===== config.mk =====
export PLATFORM = sky130hd
export DESIGN_NAME = tap_fastload_flat
export DESIGN_NICKNAME = d
export VERILOG_FILES = /design/src/rtl/tap_fastload_if.sv /design/src/rtl/tap_fastload.sv /design/src/flat_wrapper.sv
export SDC_FILE = /design/constraint.sdc
export NUM_CORES = 1
export LEC_CHECK = 0
export ABC_AREA = 1
export BUFFER_PORTS_ARGS = -buffer_cell sky130_fd_sc_hd__buf_4
export CAP_MARGIN = 20
export CORE_MARGIN = 3
export CORE_UTILIZATION = 35
export CTS_CLUSTER_DIAMETER = 60
export DETAILED_ROUTE_END_ITERATION = 16
export MAX_ROUTING_LAYER = met4
export PLACE_DENSITY = 0.53
export RECOVER_POWER = 25
export SLEW_MARGIN = 20
export SYNTH_ARGS = -nofsm -noshare
export SYNTH_HDL_FRONTEND = slang
export SYNTH_SLANG_ARGS = --single-unit

===== constraint.sdc =====
create_clock -name clk -period 5.1 [get_ports clk]
set_input_delay 0.51 -clock clk [delete_from_list [all_inputs] [get_ports clk]]
set_output_delay 0.51 -clock clk [all_outputs]
set_load 0.1 [all_outputs]

===== src/rtl/tap_fastload_if.sv =====
// Bus bundle for tap_fastload: control/status, tape cache read port and
// main RAM write port. "master" is the loader side, "slave" the environment.
interface tap_fastload_if;
  logic        start;
  logic        abort;
  logic [24:0] tape_end;
  logic [24:0] cache_addr;
  logic        cache_rd;
  logic [7:0]  cache_data;
  logic [15:0] tape_addr;
  logic [7:0]  tape_dout;
  logic        tape_wr;
  logic [15:0] loadpoint;
  logic        tape_autorun;
  logic        tape_complete;
  logic        busy;
  logic        error;

  modport master (
    input  start, abort, tape_end, cache_data,
    output cache_addr, cache_rd, tape_addr, tape_dout, tape_wr,
           loadpoint, tape_autorun, tape_complete, busy, error
  );

  modport slave (
    output start, abort, tape_end, cache_data,
    input  cache_addr, cache_rd, tape_addr, tape_dout, tape_wr,
           loadpoint, tape_autorun, tape_complete, busy, error
  );
endinterface


===== src/rtl/tap_fastload.sv =====
// tap_fastload: Oric .TAP fast loader. Parses sync, header and filename from
// the tape cache, then writes the payload into main RAM.
// Optional macro TAPLOAD_MULTI_EN: keep loading concatenated programs until
// the cache is exhausted between programs.
module tap_fastload #(
  parameter int RD_LAT   = 1,
  parameter int MIN_SYNC = 3,
  parameter int MAX_NAME = 16
) (
  input  logic          clk,
  input  logic          reset_n,
  tap_fastload_if.master bus
);

  localparam int LAT_W  = $clog2(RD_LAT + 2);
  localparam int NAME_W = $clog2(MAX_NAME + 2);

  typedef enum logic [2:0] {
    ST_IDLE, ST_SYNC, ST_HDR, ST_NAME, ST_DATA, ST_DONE, ST_ERR
  } state_e;

  state_e state_q, state_d;

  logic [24:0]       ptr_q, ptr_d;
  logic              rd_pend_q, rd_pend_d;
  logic [LAT_W-1:0]  lat_q, lat_d;
  logic [7:0]        sync_cnt_q, sync_cnt_d;
  logic [3:0]        hdr_idx_q, hdr_idx_d;
  logic [NAME_W-1:0] name_cnt_q, name_cnt_d;
  logic [16:0]       data_cnt_q, data_cnt_d;
  logic [7:0]        hdr_auto_q, hdr_auto_d;
  logic [15:0]       hdr_end_q, hdr_end_d;
  logic [15:0]       hdr_start_q, hdr_start_d;

  logic [24:0] cache_addr_q, cache_addr_d;
  logic        cache_rd_q, cache_rd_d;
  logic [15:0] tape_addr_q, tape_addr_d;
  logic [7:0]  tape_dout_q, tape_dout_d;
  logic        tape_wr_q, tape_wr_d;
  logic [15:0] loadpoint_q, loadpoint_d;
  logic        tape_autorun_q, tape_autorun_d;
  logic        tape_complete_q, tape_complete_d;
  logic        busy_q, busy_d;
  logic        error_q, error_d;

  logic        sample_s;
  logic        fetch_due_s;
  logic [15:0] len_s;

  // States that consume bytes from the cache
  function automatic logic is_fetch(input state_e s);
    is_fetch = (s == ST_SYNC) || (s == ST_HDR) || (s == ST_NAME) || (s == ST_DATA);
  endfunction

  // The outstanding read's data is valid in the cycle its latency count hits RD_LAT
  assign sample_s = rd_pend_q && (lat_q == LAT_W'(RD_LAT));
  assign len_s    = hdr_end_q - hdr_start_q;

  // Next-state, byte parser, fetch sequencing and registered output values
  always_comb begin
    state_d         = state_q;
    ptr_d           = ptr_q;
    rd_pend_d       = rd_pend_q;
    lat_d           = rd_pend_q ? (lat_q + LAT_W'(1)) : lat_q;
    sync_cnt_d      = sync_cnt_q;
    hdr_idx_d       = hdr_idx_q;
    name_cnt_d      = name_cnt_q;
    data_cnt_d      = data_cnt_q;
    hdr_auto_d      = hdr_auto_q;
    hdr_end_d       = hdr_end_q;
    hdr_start_d     = hdr_start_q;
    cache_addr_d    = cache_addr_q;
    cache_rd_d      = 1'b0;
    tape_addr_d     = tape_addr_q;
    tape_dout_d     = tape_dout_q;
    tape_wr_d       = 1'b0;
    loadpoint_d     = loadpoint_q;
    tape_autorun_d  = tape_autorun_q;
    tape_complete_d = tape_complete_q;
    error_d         = error_q;
    fetch_due_s     = 1'b0;

    if (bus.abort) begin
      // Abort drops any in-flight read and leaves the loader idle
      state_d         = ST_IDLE;
      rd_pend_d       = 1'b0;
      lat_d           = '0;
      tape_complete_d = 1'b0;
      error_d         = 1'b0;
    end else begin
      case (state_q)
        ST_IDLE: begin
          if (bus.start) begin
            tape_complete_d = 1'b0;
            error_d         = 1'b0;
            tape_autorun_d  = 1'b0;
            loadpoint_d     = 16'h0000;
            ptr_d           = 25'd0;
            sync_cnt_d      = 8'd0;
            rd_pend_d       = 1'b0;
            state_d         = ST_SYNC;
          end else begin
            state_d = ST_IDLE;
          end
        end
        ST_SYNC: begin
          if (sample_s) begin
            rd_pend_d = 1'b0;
            ptr_d     = ptr_q + 25'd1;
            if (bus.cache_data == 8'h16) begin
              sync_cnt_d = (sync_cnt_q == 8'hFF) ? 8'hFF : (sync_cnt_q + 8'd1);
            end else if ((bus.cache_data == 8'h24) && (sync_cnt_q >= 8'(MIN_SYNC))) begin
              hdr_idx_d = 4'd0;
              state_d   = ST_HDR;
            end else begin
              sync_cnt_d = 8'd0;
            end
          end else begin
            rd_pend_d = rd_pend_q;
          end
        end
        ST_HDR: begin
          if (sample_s) begin
            rd_pend_d = 1'b0;
            ptr_d     = ptr_q + 25'd1;
            hdr_idx_d = hdr_idx_q + 4'd1;
            case (hdr_idx_q)
              4'd3:    hdr_auto_d        = bus.cache_data;
              4'd4:    hdr_end_d[15:8]   = bus.cache_data;
              4'd5:    hdr_end_d[7:0]    = bus.cache_data;
              4'd6:    hdr_start_d[15:8] = bus.cache_data;
              4'd7:    hdr_start_d[7:0]  = bus.cache_data;
              default: hdr_auto_d        = hdr_auto_q;
            endcase
            if (hdr_idx_q == 4'd8) begin
              if (hdr_end_q < hdr_start_q) begin
                state_d = ST_ERR;
              end else begin
                name_cnt_d = '0;
                state_d    = ST_NAME;
              end
            end else begin
              state_d = ST_HDR;
            end
          end else begin
            rd_pend_d = rd_pend_q;
          end
        end
        ST_NAME: begin
          if (sample_s) begin
            rd_pend_d = 1'b0;
            ptr_d     = ptr_q + 25'd1;
            if (bus.cache_data == 8'h00) begin
              data_cnt_d = 17'd0;
              state_d    = ST_DATA;
            end else if (name_cnt_q == NAME_W'(MAX_NAME)) begin
              state_d = ST_ERR;
            end else begin
              name_cnt_d = name_cnt_q + NAME_W'(1);
            end
          end else begin
            rd_pend_d = rd_pend_q;
          end
        end
        ST_DATA: begin
          if (sample_s) begin
            rd_pend_d   = 1'b0;
            ptr_d       = ptr_q + 25'd1;
            tape_wr_d   = 1'b1;
            tape_dout_d = bus.cache_data;
            tape_addr_d = hdr_start_q + data_cnt_q[15:0];
            data_cnt_d  = data_cnt_q + 17'd1;
            if (data_cnt_q == {1'b0, len_s}) begin
`ifdef TAPLOAD_MULTI_EN
              if (ptr_d <= bus.tape_end) begin
                sync_cnt_d = 8'd0;
                state_d    = ST_SYNC;
              end else begin
                state_d = ST_DONE;
              end
`else
              state_d = ST_DONE;
`endif
            end else begin
              state_d = ST_DATA;
            end
          end else begin
            rd_pend_d = rd_pend_q;
          end
        end
        ST_DONE: begin
          loadpoint_d     = hdr_start_q;
          tape_autorun_d  = (hdr_auto_q != 8'h00);
          tape_complete_d = 1'b1;
          state_d         = ST_IDLE;
        end
        ST_ERR: begin
          error_d         = 1'b1;
          tape_complete_d = 1'b0;
          rd_pend_d       = 1'b0;
          state_d         = ST_IDLE;
        end
        default: begin
          state_d   = ST_IDLE;
          rd_pend_d = 1'b0;
        end
      endcase

      // Issue the next read in the same cycle the previous byte is consumed
      fetch_due_s = is_fetch(state_q) && is_fetch(state_d) && (!rd_pend_q || sample_s);
      if (fetch_due_s) begin
        if (ptr_d > bus.tape_end) begin
          rd_pend_d = 1'b0;
`ifdef TAPLOAD_MULTI_EN
          // Cache ran out cleanly between programs: that is a finished load
          if ((state_d == ST_SYNC) && (sync_cnt_d == 8'd0)) begin
            state_d = ST_DONE;
          end else begin
            state_d = ST_ERR;
          end
`else
          state_d = ST_ERR;
`endif
        end else begin
          cache_rd_d   = 1'b1;
          cache_addr_d = ptr_d;
          rd_pend_d    = 1'b1;
          lat_d        = '0;
        end
      end else begin
        cache_rd_d = 1'b0;
      end
    end

    busy_d = is_fetch(state_d);
  end

  // State, parser context and output registers
  always_ff @(posedge clk or negedge reset_n) begin
    if (!reset_n) begin
      state_q         <= ST_IDLE;
      ptr_q           <= 25'd0;
      rd_pend_q       <= 1'b0;
      lat_q           <= '0;
      sync_cnt_q      <= 8'd0;
      hdr_idx_q       <= 4'd0;
      name_cnt_q      <= '0;
      data_cnt_q      <= 17'd0;
      hdr_auto_q      <= 8'd0;
      hdr_end_q       <= 16'd0;
      hdr_start_q     <= 16'd0;
      cache_addr_q    <= 25'd0;
      cache_rd_q      <= 1'b0;
      tape_addr_q     <= 16'd0;
      tape_dout_q     <= 8'd0;
      tape_wr_q       <= 1'b0;
      loadpoint_q     <= 16'd0;
      tape_autorun_q  <= 1'b0;
      tape_complete_q <= 1'b0;
      busy_q          <= 1'b0;
      error_q         <= 1'b0;
    end else begin
      state_q         <= state_d;
      ptr_q           <= ptr_d;
      rd_pend_q       <= rd_pend_d;
      lat_q           <= lat_d;
      sync_cnt_q      <= sync_cnt_d;
      hdr_idx_q       <= hdr_idx_d;
      name_cnt_q      <= name_cnt_d;
      data_cnt_q      <= data_cnt_d;
      hdr_auto_q      <= hdr_auto_d;
      hdr_end_q       <= hdr_end_d;
      hdr_start_q     <= hdr_start_d;
      cache_addr_q    <= cache_addr_d;
      cache_rd_q      <= cache_rd_d;
      tape_addr_q     <= tape_addr_d;
      tape_dout_q     <= tape_dout_d;
      tape_wr_q       <= tape_wr_d;
      loadpoint_q     <= loadpoint_d;
      tape_autorun_q  <= tape_autorun_d;
      tape_complete_q <= tape_complete_d;
      busy_q          <= busy_d;
      error_q         <= error_d;
    end
  end

  assign bus.cache_addr    = cache_addr_q;
  assign bus.cache_rd      = cache_rd_q;
  assign bus.tape_addr     = tape_addr_q;
  assign bus.tape_dout     = tape_dout_q;
  assign bus.tape_wr       = tape_wr_q;
  assign bus.loadpoint     = loadpoint_q;
  assign bus.tape_autorun  = tape_autorun_q;
  assign bus.tape_complete = tape_complete_q;
  assign bus.busy          = busy_q;
  assign bus.error         = error_q;

endmodule


===== src/flat_wrapper.sv =====
// flat-port wrapper written by rule: the top's interface ports become plain ports
module tap_fastload_flat 
#(
  parameter int RD_LAT   = 1,
  parameter int MIN_SYNC = 3,
  parameter int MAX_NAME = 16
)
  (clk, reset_n, bus_start, bus_abort, bus_tape_end, bus_cache_data, bus_cache_addr, bus_cache_rd, bus_tape_addr, bus_tape_dout, bus_tape_wr, bus_loadpoint, bus_tape_autorun, bus_tape_complete, bus_busy, bus_error);
  tap_fastload_if bus_i ();
  input  logic clk;
  input  logic reset_n;
  input wire logic [$bits(bus_i.start)-1:0] bus_start;
  input wire logic [$bits(bus_i.abort)-1:0] bus_abort;
  input wire logic [$bits(bus_i.tape_end)-1:0] bus_tape_end;
  input wire logic [$bits(bus_i.cache_data)-1:0] bus_cache_data;
  output wire logic [$bits(bus_i.cache_addr)-1:0] bus_cache_addr;
  output wire logic [$bits(bus_i.cache_rd)-1:0] bus_cache_rd;
  output wire logic [$bits(bus_i.tape_addr)-1:0] bus_tape_addr;
  output wire logic [$bits(bus_i.tape_dout)-1:0] bus_tape_dout;
  output wire logic [$bits(bus_i.tape_wr)-1:0] bus_tape_wr;
  output wire logic [$bits(bus_i.loadpoint)-1:0] bus_loadpoint;
  output wire logic [$bits(bus_i.tape_autorun)-1:0] bus_tape_autorun;
  output wire logic [$bits(bus_i.tape_complete)-1:0] bus_tape_complete;
  output wire logic [$bits(bus_i.busy)-1:0] bus_busy;
  output wire logic [$bits(bus_i.error)-1:0] bus_error;
  assign bus_i.start = bus_start;
  assign bus_i.abort = bus_abort;
  assign bus_i.tape_end = bus_tape_end;
  assign bus_i.cache_data = bus_cache_data;
  assign bus_cache_addr = bus_i.cache_addr;
  assign bus_cache_rd = bus_i.cache_rd;
  assign bus_tape_addr = bus_i.tape_addr;
  assign bus_tape_dout = bus_i.tape_dout;
  assign bus_tape_wr = bus_i.tape_wr;
  assign bus_loadpoint = bus_i.loadpoint;
  assign bus_tape_autorun = bus_i.tape_autorun;
  assign bus_tape_complete = bus_i.tape_complete;
  assign bus_busy = bus_i.busy;
  assign bus_error = bus_i.error;
  tap_fastload #(.RD_LAT(RD_LAT), .MIN_SYNC(MIN_SYNC), .MAX_NAME(MAX_NAME)) u_core (.clk(clk), .reset_n(reset_n), .bus(bus_i));
endmodule

==> results.sh <==
export IMPL_crit_path_end_kind="flip-flop"
export IMPL_cp_data_required_time_ns=5.43
export IMPL_antenna_cells=0
export IMPL_htreeDepth=4
export IMPL_layout_commonest_cell="nand2_1"
export IMPL_finClkSkew_ns=0.0146
export IMPL_num_rows=63
export IMPL_grt_pass1_vias=9396
export IMPL_setup_violations=0
export IMPL_fp_dieH_um=182
export IMPL_fin_tns_setup_ns=0
export IMPL_seq_area_frac_synth=0.406
export IMPL_grt_overflow=0
export IMPL_core_area_um2=30100
export IMPL_synth_area_leaders="dfrtp_1 (41%), nand2_1 (13%), inv_1 (7.6%)"
export IMPL_drt_first_pass_iters=8
export IMPL_io_buffers=107
export IMPL_syn_inst=1450
export IMPL_routed_via_density=4.90
export IMPL_status="complete, but fails checks"
export IMPL_max_slew_margin=-1.68
export IMPL_pre_cts_ws_ns=0.377
export IMPL_p_leak_nw=6.43
export IMPL_synth_edff_count=0
export IMPL_final_period_utilization=0.893
export IMPL_yosysTopAreaCellShare=0.406
export IMPL_vias=9632
export IMPL_drt_total_wl_mm=29.8
export IMPL_ys_warnings_count=0
export IMPL_drc_errors=0
export IMPL_die_area_um2=33100
export IMPL_antenna_found_initial=0
export IMPL_synthToLayoutAreaGrowth_pct=17.5
export IMPL_clk_path_buf_depth=2
export IMPL_period_minus_slack_ns=4.56
export IMPL_max_clock_freq_mhz=219
export IMPL_worstSetupPathType="reg2reg"
export IMPL_place_gp_congestion=0.920
export IMPL_worst_slew_pin_slew_ns=4.03
export IMPL_start_util=0.360
export IMPL_grt_first_pass_wirelength_mm=49.1
export IMPL_rsz0062_at_grt="no"
export IMPL_grt_max_degree=177
export IMPL_synthesis_area_um2=10900
export IMPL_drv_slew=177
export IMPL_worst_setup_path_start_kind="flip-flop"
export IMPL_hpwl_mm=22.5
export IMPL_hold_path_class="in2reg"
export IMPL_cap_violations=1
export IMPL_irDropWorstVdd_mv=0.233
export IMPL_cts_tree="yes"
export IMPL_grt_usage=0.188
export IMPL_ys_types=57
export IMPL_numClockSinks=176
export IMPL_drt_wirelength_per_cell_um=15.2
export IMPL_critPathMaxFanout=19
export IMPL_hold_viol=0
export IMPL_io_pins=108
export IMPL_clk_latency_ns=0.45
export IMPL_ys_ff_latch=176
export IMPL_drtIter0Drc=685
export IMPL_syn_nets=1555
export IMPL_postCtsSetupRepairBufs=0
export IMPL_violations="max-capacitance violations, max-slew violations"
export IMPL_syn_avg_cell_area_um2=7.48
export IMPL_final_cell_mix="nand2_1 (383), inv_1 (221), dfrtp_1 (176)"
export IMPL_powerDensity_nw_per_um2=267
export IMPL_root_buffer="clkbuf_16"
export IMPL_clkTransAtPathRegs_ns=0.08
export IMPL_drive_above_1_share=0.124
export IMPL_synthFlopType="dfrtp_1"
export IMPL_ant_nets=0
export IMPL_timing_final_ws_setup_ns=0.544
export IMPL_synth_top_cell_by_area="dfrtp_1"
export IMPL_crit_arrival_ns=4.89
export IMPL_cts_buffers=17
export IMPL_die_w_um=182
export IMPL_synthArstFlopShare=1.00
export IMPL_nets=1666
state kept, by name, summed over array words and instances, names as in the netlist:
signal                    count
u_core.ptr_q                 25
u_core.bus.cache_rd           1
u_core.state_q                3
u_core.data_cnt_q            17
u_core.hdr_end_q             16
u_core.bus.tape_addr         16
u_core.bus.busy               1
u_core.hdr_auto_q             8
u_core.bus.tape_complete      1
u_core.bus.tape_wr            1
u_core.lat_q                  2
u_core.bus.cache_addr        25
u_core.rd_pend_q              1
u_core.bus.tape_autorun       1
u_core.name_cnt_q             5
u_core.hdr_idx_q              4
u_core.bus.error              1
u_core.bus.tape_dout          8
u_core.hdr_start_q           16
u_core.sync_cnt_q             8
u_core.bus.loadpoint         16
cell families (layout without fill, tap and decap cells):
family / count (synthesis) / after routing / synth area share
adder cells (fa/ha/maj): 68 / 68 / 0.0798
flip-flops: 176 / 176 / 0.406
buffers and inverters: 265 / 389 / 0.0935
XOR/XNOR: 26 / 26 / 0.0210
multiplexers: 1 / 1 / 0.000923
AND/OR/NAND/NOR: 645 / 645 / 0.262
AO/OA/AOI/OAI: 269 / 269 / 0.137
area by class of cell:
type / count / area, um2
well taps: 390 / 488
flip-flops and latches: 176 / 4400
fillers: 3129 / 17400
inverters: 234 / 886
repair buffers: 123 / 923
clock inverters: 15 / 164
multi-input cells: 1009 / 5460
clock buffers: 17 / 425
metrics by stage:
stage	util	hold slack, ns	cells	total power [mW]	cell area, um2
detailed placement	0.403	0.467	1932	2.10	12100
finish	0.423	0.448	1964	3.41	12700
global route	0.423	0.469	1964	3.55	12700
global placement	0.403	0.464	1932	2.10	12100
floorplan	-	0.214	1450	1.92	10900
CTS	0.423	0.274	1964	3.45	12700
power by group:
group          switching, mW  internal (mW)
combinational          0.468          0.119
clock                  0.678          0.660
sequential            0.0381           1.45
total                   1.18           2.22
final timing paths:
check | cells past startpoint | startpoint | end | slack [ns]
min | 3 | bus_abort | u_core.ptr_q[15]$_DFFE_PN0N_ | 0.45
min in group asynchronous | 2 | reset_n | u_core.bus.tape_wr$_DFF_PN0_ | 1.54
max | 27 | u_core.lat_q[1]$_DFF_PN0_ | u_core.bus.cache_addr[12]$_DFFE_PN0P_ | 0.54
min reg2reg | 2 | u_core.bus.tape_addr[8]$_DFFE_PN0P_ | u_core.bus.tape_addr[8]$_DFFE_PN0P_ | 0.48
max in group asynchronous | 2 | reset_n | u_core.bus.busy$_DFF_PN0_ | 0.99
max reg2reg | 27 | u_core.lat_q[1]$_DFF_PN0_ | u_core.bus.cache_addr[12]$_DFFE_PN0P_ | 0.54
Yosys cell counts (21+ instances only):
cell type and count:
xor2_1 21, nand4_1 22, o21ai_0 129, nand3_1 69, clkbuf_1 23, dfrtp_1 176, nor2_1 88, ha_1 66
nand2_1 383, o22ai_1 21, nor3_1 30, inv_1 221, a21oi_1 64
worst max-delay path, stage by stage (launching register included):
cell and delay (ns):
dfrtp_1 0.38, inv_1 0.06, ha_1 0.19, nand2_4 0.11, inv_4 0.14, nand2_1 0.08, inv_2 0.07, nand3_2 0.08
nor2_2 0.16, nand3_2 0.16, nor3_2 0.13, nand3_1 0.12, nor2_1 0.20, nand4_1 0.14, nor2_1 0.14, nand3b_1 0.11
o21ai_0 0.17, ha_1 0.40, a21oi_1 0.18, o21ai_0 0.13, a21oi_1 0.17, a21boi_0 0.24, a22oi_2 0.13, nor2_2 0.20
nand2_4 0.15, buf_4 0.26, nand2_1 0.07, o21ai_1 0.05
timing repair:
action / in CTS / in global routing
hold buffers: 0 / 0
gates resized for setup: 0 / 8
endpoints found under the setup margin: 0 / 25
metal layers:
metal / vias up / track usage / wire (um)
li1: 4953 / - / -
met1: 4454 / 0.255 / 14400
met3: 32 / 0.0267 / 1110
met4: 0 / 0.0515 / 516
met2: 193 / 0.298 / 13800
met5: - / - / 0
No activity file was read; power rests on OpenSTA's default activity.
